==> config.mk <==
export PLATFORM = sky130hd
export DESIGN_NAME = pixel_compositor
export DESIGN_NICKNAME = d
export VERILOG_FILES = /design/src/rtl/pixel_compositor_pkg.sv /design/src/rtl/pixel_compositor_blink_timer.sv /design/src/rtl/pixel_compositor.sv
export SDC_FILE = /design/constraint.sdc
export NUM_CORES = 1
export LEC_CHECK = 0
export ABC_AREA = 1
export BUFFER_PORTS_ARGS = -buffer_cell sky130_fd_sc_hd__buf_2
export CORE_ASPECT_RATIO = 2
export CORE_MARGIN = 2
export CORE_UTILIZATION = 50
export CTS_CLUSTER_SIZE = 24
export DETAILED_ROUTE_END_ITERATION = 6
export GPL_TIMING_DRIVEN = 0
export PLACE_DENSITY = 0.88
export SLEW_MARGIN = 20
export SYNTH_ARGS = -nofsm -noshare
export SYNTH_HDL_FRONTEND = slang
export SYNTH_SLANG_ARGS = --single-unit
==> constraint.sdc <==
create_clock -name clk -period 7.75 [get_ports clk]
set_input_delay 1.55 -clock clk [delete_from_list [all_inputs] [get_ports clk]]
set_output_delay 1.55 -clock clk [all_outputs]
set_load 0.03 [all_outputs]
==> src/rtl/pixel_compositor_pkg.sv <==
// Shared pixel types, colour constants and the layer-slice helper for the compositor.
// Pure declarations: no latency, no flow control.
package pixel_compositor_pkg;

  localparam int CH_W_DEF   = 8;
  localparam int MAX_CH_W   = 16;
  localparam int MAX_LAYERS = 16;

  typedef logic [3*CH_W_DEF-1:0] pixel_t;
  typedef logic [3*MAX_CH_W-1:0] wide_px_t;
  typedef logic [MAX_LAYERS*3*MAX_CH_W-1:0] color_bus_t;

  localparam pixel_t PX_BLACK      = '0;
  localparam pixel_t PX_BG_DEFAULT = 24'hFFFFFF;
  localparam pixel_t PX_SNAKE      = 24'h00FF00;

  function automatic int px_width(input int ch_w);
    return 3 * ch_w;
  endfunction

  // Extracts layer idx from a packed colour bus whose channels are ch_w bits wide.
  function automatic wide_px_t layer_slice(input color_bus_t bus, input int idx, input int ch_w);
    wide_px_t r;
    r = '0;
    for (int b = 0; b < 3*MAX_CH_W; b++) begin
      if (b < 3*ch_w) r[b] = bus[idx*3*ch_w + b];
    end
    return r;
  endfunction

endpackage

==> src/rtl/pixel_compositor_blink_timer.sv <==
// Frame-tick blink timer: one-register vsync edge detect, frame counter, blink phase toggle.
// Phase updates one clk after the tick edge; free-running, no backpressure.
module blink_timer #(
  parameter int BLINK_FRAMES = 30,
  parameter bit VSYNC_ACT    = 1'b1
) (
  input  logic clk,
  input  logic rst,
  input  logic vsync,
  output logic blink_phase
);

  localparam int CW = $clog2(BLINK_FRAMES + 1);

  logic [CW-1:0] frame_cnt;
  logic          vsync_q;
  logic          tick;

  // A long active vsync yields a single tick because only the entry edge counts.
  assign tick = (vsync == VSYNC_ACT) && (vsync_q != VSYNC_ACT);

  always_ff @(posedge clk or posedge rst) begin
    if (rst) begin
      vsync_q     <= ~VSYNC_ACT;
      frame_cnt   <= '0;
      blink_phase <= 1'b0;
    end else begin
      vsync_q <= vsync;
      if (tick) begin
        if (frame_cnt == CW'(BLINK_FRAMES - 1)) begin
          frame_cnt   <= '0;
          blink_phase <= ~blink_phase;
        end else begin
          frame_cnt <= frame_cnt + 1'b1;
        end
      end
    end
  end

endmodule

==> src/rtl/pixel_compositor.sv <==
// Layer compositor: fixed-priority merge of NUM_LAYERS layers over a background, 2-clk latency, no stalls.
// Optional 50% blend of the winner with the layer beneath under PIXEL_COMPOSITOR_ALPHA_BLEND_EN.
module pixel_compositor
  import pixel_compositor_pkg::*;
#(
  parameter int NUM_LAYERS   = 4,
  parameter int CH_W         = 8,
  parameter int BLINK_FRAMES = 30,
  parameter bit VSYNC_ACT    = 1'b1
) (
  input  logic                           clk,
  input  logic                           rst,
  input  logic                           vde_in,
  input  logic                           hsync_in,
  input  logic                           vsync_in,
  input  logic [NUM_LAYERS-1:0]          layer_on,
  input  logic [NUM_LAYERS*3*CH_W-1:0]   layer_color,
  input  logic [NUM_LAYERS-1:0]          layer_en,
  input  logic [NUM_LAYERS-1:0]          blink_mask,
  input  logic [NUM_LAYERS-1:0]          layer_alpha,
  input  logic [3*CH_W-1:0]              bg_color,
  output logic [CH_W-1:0]                R,
  output logic [CH_W-1:0]                G,
  output logic [CH_W-1:0]                B,
  output logic                           vde_out,
  output logic                           hsync_out,
  output logic                           vsync_out,
  output logic [$clog2(NUM_LAYERS)-1:0]  top_idx,
  output logic                           top_hit
);

  localparam int PX_W = px_width(CH_W);
  localparam int IW   = $clog2(NUM_LAYERS);

  logic blink_phase;

  blink_timer #(
    .BLINK_FRAMES (BLINK_FRAMES),
    .VSYNC_ACT    (VSYNC_ACT)
  ) u_blink (
    .clk         (clk),
    .rst         (rst),
    .vsync       (vsync_in),
    .blink_phase (blink_phase)
  );

  logic [NUM_LAYERS-1:0]        s1_vis;
  logic [NUM_LAYERS*PX_W-1:0]   s1_color;
  logic [PX_W-1:0]              s1_bg;
  logic [NUM_LAYERS-1:0]        s1_alpha;
  logic                         s1_vde, s1_hs, s1_vs;

  always_ff @(posedge clk or posedge rst) begin
    if (rst) begin
      s1_vis   <= '0;
      s1_color <= '0;
      s1_bg    <= '0;
      s1_alpha <= '0;
      s1_vde   <= 1'b0;
      s1_hs    <= 1'b0;
      s1_vs    <= 1'b0;
    end else begin
      s1_vis   <= layer_on & layer_en & ~(blink_mask & {NUM_LAYERS{blink_phase}});
      s1_color <= layer_color;
      s1_bg    <= bg_color;
`ifdef PIXEL_COMPOSITOR_ALPHA_BLEND_EN
      s1_alpha <= layer_alpha;
`else
      s1_alpha <= '0;
`endif
      s1_vde   <= vde_in;
      s1_hs    <= hsync_in;
      s1_vs    <= vsync_in;
    end
  end

`ifndef PIXEL_COMPOSITOR_ALPHA_BLEND_EN
  logic unused_alpha;
  assign unused_alpha = ^{layer_alpha, s1_alpha};
`endif

  logic [PX_W-1:0] win_col, under_col, mix_col, col_i;
  logic [IW-1:0]   win_idx;
  logic            win_found, win_alpha;
  color_bus_t      color_bus;

  assign color_bus = color_bus_t'(s1_color);

  // Walk from lowest priority upward: each newly visible layer demotes the previous winner to "under".
  always_comb begin
    win_found = 1'b0;
    win_alpha = 1'b0;
    win_idx   = '0;
    win_col   = s1_bg;
    under_col = s1_bg;
    col_i     = '0;
    for (int i = NUM_LAYERS - 1; i >= 0; i--) begin
      col_i = PX_W'(layer_slice(color_bus, i, CH_W));
      if (s1_vis[i]) begin
        under_col = win_col;
        win_col   = col_i;
        win_idx   = IW'(i);
        win_alpha = s1_alpha[i];
        win_found = 1'b1;
      end
    end
  end

`ifdef PIXEL_COMPOSITOR_ALPHA_BLEND_EN
  logic [CH_W:0] ch_sum [3];
  always_comb begin
    mix_col = win_col;
    for (int c = 0; c < 3; c++) begin
      ch_sum[c] = {1'b0, win_col[c*CH_W +: CH_W]} + {1'b0, under_col[c*CH_W +: CH_W]};
      if (win_found && win_alpha) mix_col[c*CH_W +: CH_W] = ch_sum[c][CH_W:1];
    end
  end
`else
  logic unused_under;
  assign unused_under = ^{under_col, win_alpha};
  assign mix_col      = win_col;
`endif

  logic [PX_W-1:0] pix_q;

  always_ff @(posedge clk or posedge rst) begin
    if (rst) begin
      pix_q     <= '0;
      top_idx   <= '0;
      top_hit   <= 1'b0;
      vde_out   <= 1'b0;
      hsync_out <= 1'b0;
      vsync_out <= 1'b0;
    end else begin
      vde_out   <= s1_vde;
      hsync_out <= s1_hs;
      vsync_out <= s1_vs;
      if (!s1_vde) begin
        pix_q   <= '0;
        top_idx <= '0;
        top_hit <= 1'b0;
      end else begin
        pix_q   <= mix_col;
        top_idx <= win_found ? win_idx : '0;
        top_hit <= win_found;
      end
    end
  end

  assign R = pix_q[3*CH_W-1 -: CH_W];
  assign G = pix_q[2*CH_W-1 -: CH_W];
  assign B = pix_q[CH_W-1   -: CH_W];

endmodule

==> Word level (Yosys, flattened, before mapping) <==
Index checks and enable logic that the tools add are counted.
{ "totals": {"romBits": 0, "wordCells": 41, "ram_bits": 0, "out_inout_bits": 30, "n_memories": 0, "inputBits": 141, "latch_bits": 0, "register_bits": 163} }
{ "op_classes": {"bitwise_logic": 6, "eq_ne": 1, "addsub": 1, "order_cmp": 0, "n_div": 0, "mux": 17, "n_mul": 0, "reduce_logical": 2, "shifts": 0} }
{ "ops": {"columns": ["cell", "count"], "rows": [
  ["two-way mux 24 bit", 5],
  ["bitwise AND 4 bit", 3],
  ["two-way mux 2 bit", 6],
  ["adder 5 x 1 -> 5 bit (second input constant)", 1],
  ["equality test 5 bit (second input constant)", 1],
  ["two-way mux 1 bit", 5],
  ["two-way mux 5 bit", 1],
  ["NOT 4 bit", 1],
  ["NOT 1 bit", 2],
  ["AND reduction 2 bit", 1],
  ["logical AND 1 bit", 1]
]} }

==> Longest topological paths before layout <==
{ "depth": {"depth_word": 6, "depth_mapped": 7, "ltp_nobuf": 7} }

==> By module <==
From an unflattened synthesis, not the netlist that was laid out.
{ "hier_totals": {"hier_cells": 461, "area_unflattened_um2": 5467.7} }
{ "modules_own_cells": {"columns": ["mod", "instances", "area_each_um2", "cells_per_inst", "seq_area_each_um2"], "rows": [
  ["pixel_compositor", 1, 5078.6, 413, 3928.8],
  ["blink_timer", 1, 389.1, 48, 175.2]
]} }

==> Worst setup path after synthesis <==
No wires, ideal clock.
{ "synth_timing": {"path_kind": "input port to flip-flop", "start": "input vsync_in", "end": "register u_blink.blink_phase", "setup_ps": 124, "required_ps": 7626, "stages": 4, "path_slack_ps": 5684, "arrival_time_ps": 1942, "path_buffers": 0, "path_cell_list": "nand2_1 > inv_1 > nand2_1 > xnor2_1"} }
{ "synth_between": {"elab_chain_cells": 2} }
{ "synth_lines": {"columns": ["element", "line", "text"], "rows": [
  ["start, declared", "pixel_compositor.sv:15", "input logic vsync_in,"],
  ["logical AND 1 bit", "pixel_compositor_blink_timer.sv:20", "assign tick = (vsync == VSYNC_ACT) && (vsync_q != VSYNC_ACT);"],
  ["AND reduction 2 bit (no source line)", null, null],
  ["end signal, assigned", "pixel_compositor_blink_timer.sv:32", "blink_phase <= ~blink_phase;"],
  ["end, declared", "pixel_compositor_blink_timer.sv:10", "output logic blink_phase"]
]} }
Every way passes these cells.
A chain may end at the register's enable or synchronous reset.

==> Worst setup path in the final report <==
{ "layout_timing": {"start": "register pix_q[9]", "end": "output G[1]"} }
{ "layout_rtl": {"columns": ["element", "line", "text"], "rows": [
  ["start, declared", "pixel_compositor.sv:124", "logic [PX_W-1:0] pix_q;"],
  ["start signal, assigned", "pixel_compositor.sv:143", "pix_q <= mix_col;"],
  ["end, declared", "pixel_compositor.sv:23", "output logic [CH_W-1:0] G,"]
]} }
No word-level cell between the ends.

==> impl_metrics.toml <==
[setup_path]
crit_family = "flip-flops"
slowest_stage = "dfrtp_1"
cp_data_arrival_time_ps = 970
cp-end-kind = "primary output"
worstSetupPathType = "flip-flop to primary output"
cp_max_fo = 1
crit_chain = "buf_2"
startpoint_type = "flip-flop"
r2r_slack_ps = 6350
path_buf_inv = 1
max_stage_delay_ps = 370
required_ps = 6200

[pwr]
power_uw = 2010
peakVddDrop_v = 0.000220
leakagePower_uw = 0.00365
power_density_nw_per_um2 = 288

[clock_network]
clock-sinks = 163
cts_hold_buffers = 0
clockBufferDepth = 2
cts_buffers = 17
htreeDepth = 4
clkTransAtPathRegs_ps = 70
post_cts_buffers = 0
cts_tree = "yes"
cts_root_buffer = "clkbuf_16"
cts.repair.resized = 0
insertion_delay_ps = 410

[route]
routed_wl_mm = 13.3
vias_per_cell = 4.99
drt_pass1_iterations = 4
drt_iter0_drc = 205
routedWlPerCell_um = 16.8
ant_nets = 0
num_vias = 3940
drcViolationCount = 0

[die]
die_x_um = 77.4
start_util_pct = 51.4
coreArea_um2 = 10500
std_cell_rows = 53
die_h_um = 151
dieArea_um2 = 11700
ios = 171

[synth]
synthTopCellsByCount = "dfrtp_1 (163), nand2_1 (113), nor2_1 (56)"
yosysWarningCount = 0
syn_avg_cell_area_um2 = 11.9
synth_area_um2 = 5390
ys_ff_latch = 163
syn_inst = 452
ys_async_sr_fraction_pct = 100
synth-edff-count = 0
yosysMostFrequentCell = "dfrtp_1"
synth_area_leaders = "dfrtp_1 (76%), nand2_1 (7.9%), nand3_1 (4.6%)"
yosysTopAreaCellShare_pct = 75.7
ys.flop_type = "dfrtp_1"
syn_nets = 595
ys_seq_area_share_pct = 75.7
yosys.area.top_type = "dfrtp_1"
synth_cell_types = 16

[sta]
max_slew_margin_pct = 64.0
worst_pin_slew_ps = 540
skew_ps = 10.2
fmax_mhz = 397
hold_viol = 0
rsz0062_at_grt = "no"
setup_viol = 0
setup_tns_ps = 0
min_period_ps = 2520
report.final.slew_viol_count = 0
finalCritPeriodShare_pct = 32.5

[finish]
final_layout_size_suffix_gt1_share_pct = 33.9
instances_no_fill = 789
final_cell_area_um2 = 6980
fill_cells = 785
seqCellArea_um2 = 4080
multi_input_area_um2 = 1120
final_core_util_pct = 66.6
area_growth_pct = 29.6
nets = 781

[global_routing]
grt_pass1_wl_mm = 20.3
grt_max_degree = 84
grt_pass1_vias = 4094
overflow = 0
antenna_found_initial = 1
grt_use_total_pct = 23.6

[hold_path]
worstHoldPathType = "flip-flop to flip-flop"

[flow_run]
maxCapViolations = 0

[status]
outcome = "completed"

[placed_design]
portBuffers = 166
placed_cell_area_um2 = 6430
place.gp.congestion = 0.802
dp_cells = 756
dp_hpwl_mm = 9.23
## power by group
group | switching [µW] | internal [µW] | leakage [µW]
combinational | 186 | 97.6 | 0.00144
clock | 339 | 433 | 0.000270
sequential | 32.7 | 920 | 0.00194
total | 557 | 1450 | 0.00365
## metrics by stage
step,hold slack (ps),setup WS (ps)
after detailed placement,338,5320
after floorplan,331,1800
final,365,5230
after CTS,364,5200
after global routing,373,5190
after global placement,344,661
## cell usage in the layout (no fill, tap or decap)
cell type	Yosys	routed
buf_16	0	1
nand3_1	50	50
clkinv_2	0	2
clkbuf_8	0	2
clkinvlp_4	0	2
o21ai_0	3	3
xnor2_1	1	1
diode_2	0	1
nand2_1	113	113
xor2_1	1	1
clkbuf_1	0	1
inv_8	0	2
nor2_8	1	1
inv_6	0	4
ha_1	2	2
nor2_1	56	56
a21oi_1	29	29
clkinv_4	0	3
buf_6	8	8
clkbuf_16	0	17
a31oi_1	1	1
inv_1	9	8
nor3_1	2	2
inv_2	2	2
buf_2	11	177
dfrtp_1	163	163
## per-layer routing
| metal | routed length [µm] | share of wire (%) | track usage [%] | vias to the layer above |
|---|---|---|---|---|
| li1 | - | - | - | 1805 |
| met1 | 4540 | 34 | 24.3 | 1933 |
| met2 | 7700 | 58 | 43.9 | 167 |
| met3 | 578 | 4.4 | 5.72 | 35 |
| met4 | 449 | 3.4 | 12.1 | 0 |
| met5 | 0 | 0 | 0 | - |
## cells by family (layout without fill, tap and decap cells)
family	count (synthesis)	after routing	share of synthesized area, %
compound gates	33	33	3.09
simple gates	222	222	17.0
xor+xnor	2	2	0.325
fa+ha+maj	2	2	0.464
buf+inv	30	229	3.46
flops	163	163	75.7
other cells	0	1	0
## flip-flops by register name (all words and copies together) (netlist names), 2 cells and up
| name | count |
|---|---|
| pix_q | 24 |
| s1_vis | 4 |
| u_blink.frame_cnt | 5 |
| top_idx | 2 |
| s1_bg | 24 |
| s1_color | 96 |
## path summary, 6_finish.rpt
check	to	start	cells past startpoint
max	G[1]	pix_q[9]	1
min	hsync_out	s1_hs	0
max reg2reg	pix_q[20]	s1_vde	5
min reg2reg	hsync_out	s1_hs	0
max in group asynchronous	s1_bg[17]	rst	3
min in group asynchronous	s1_hs	rst	2
## area by class of cell
type                            instances  area share [%]
Sequential cell                       163            58.4
Multi-Input combinational cell        259            16.1
Timing Repair Buffer                  167            12.3
Clock buffer                           20            6.54
Tap cell                              137            2.45
Buffer                                 19            2.08
Clock inverter                         12            1.40
Inverter                               11           0.699
Antenna cell                            1          0.0358
Note: power is estimated with default switching activity, not from simulation.
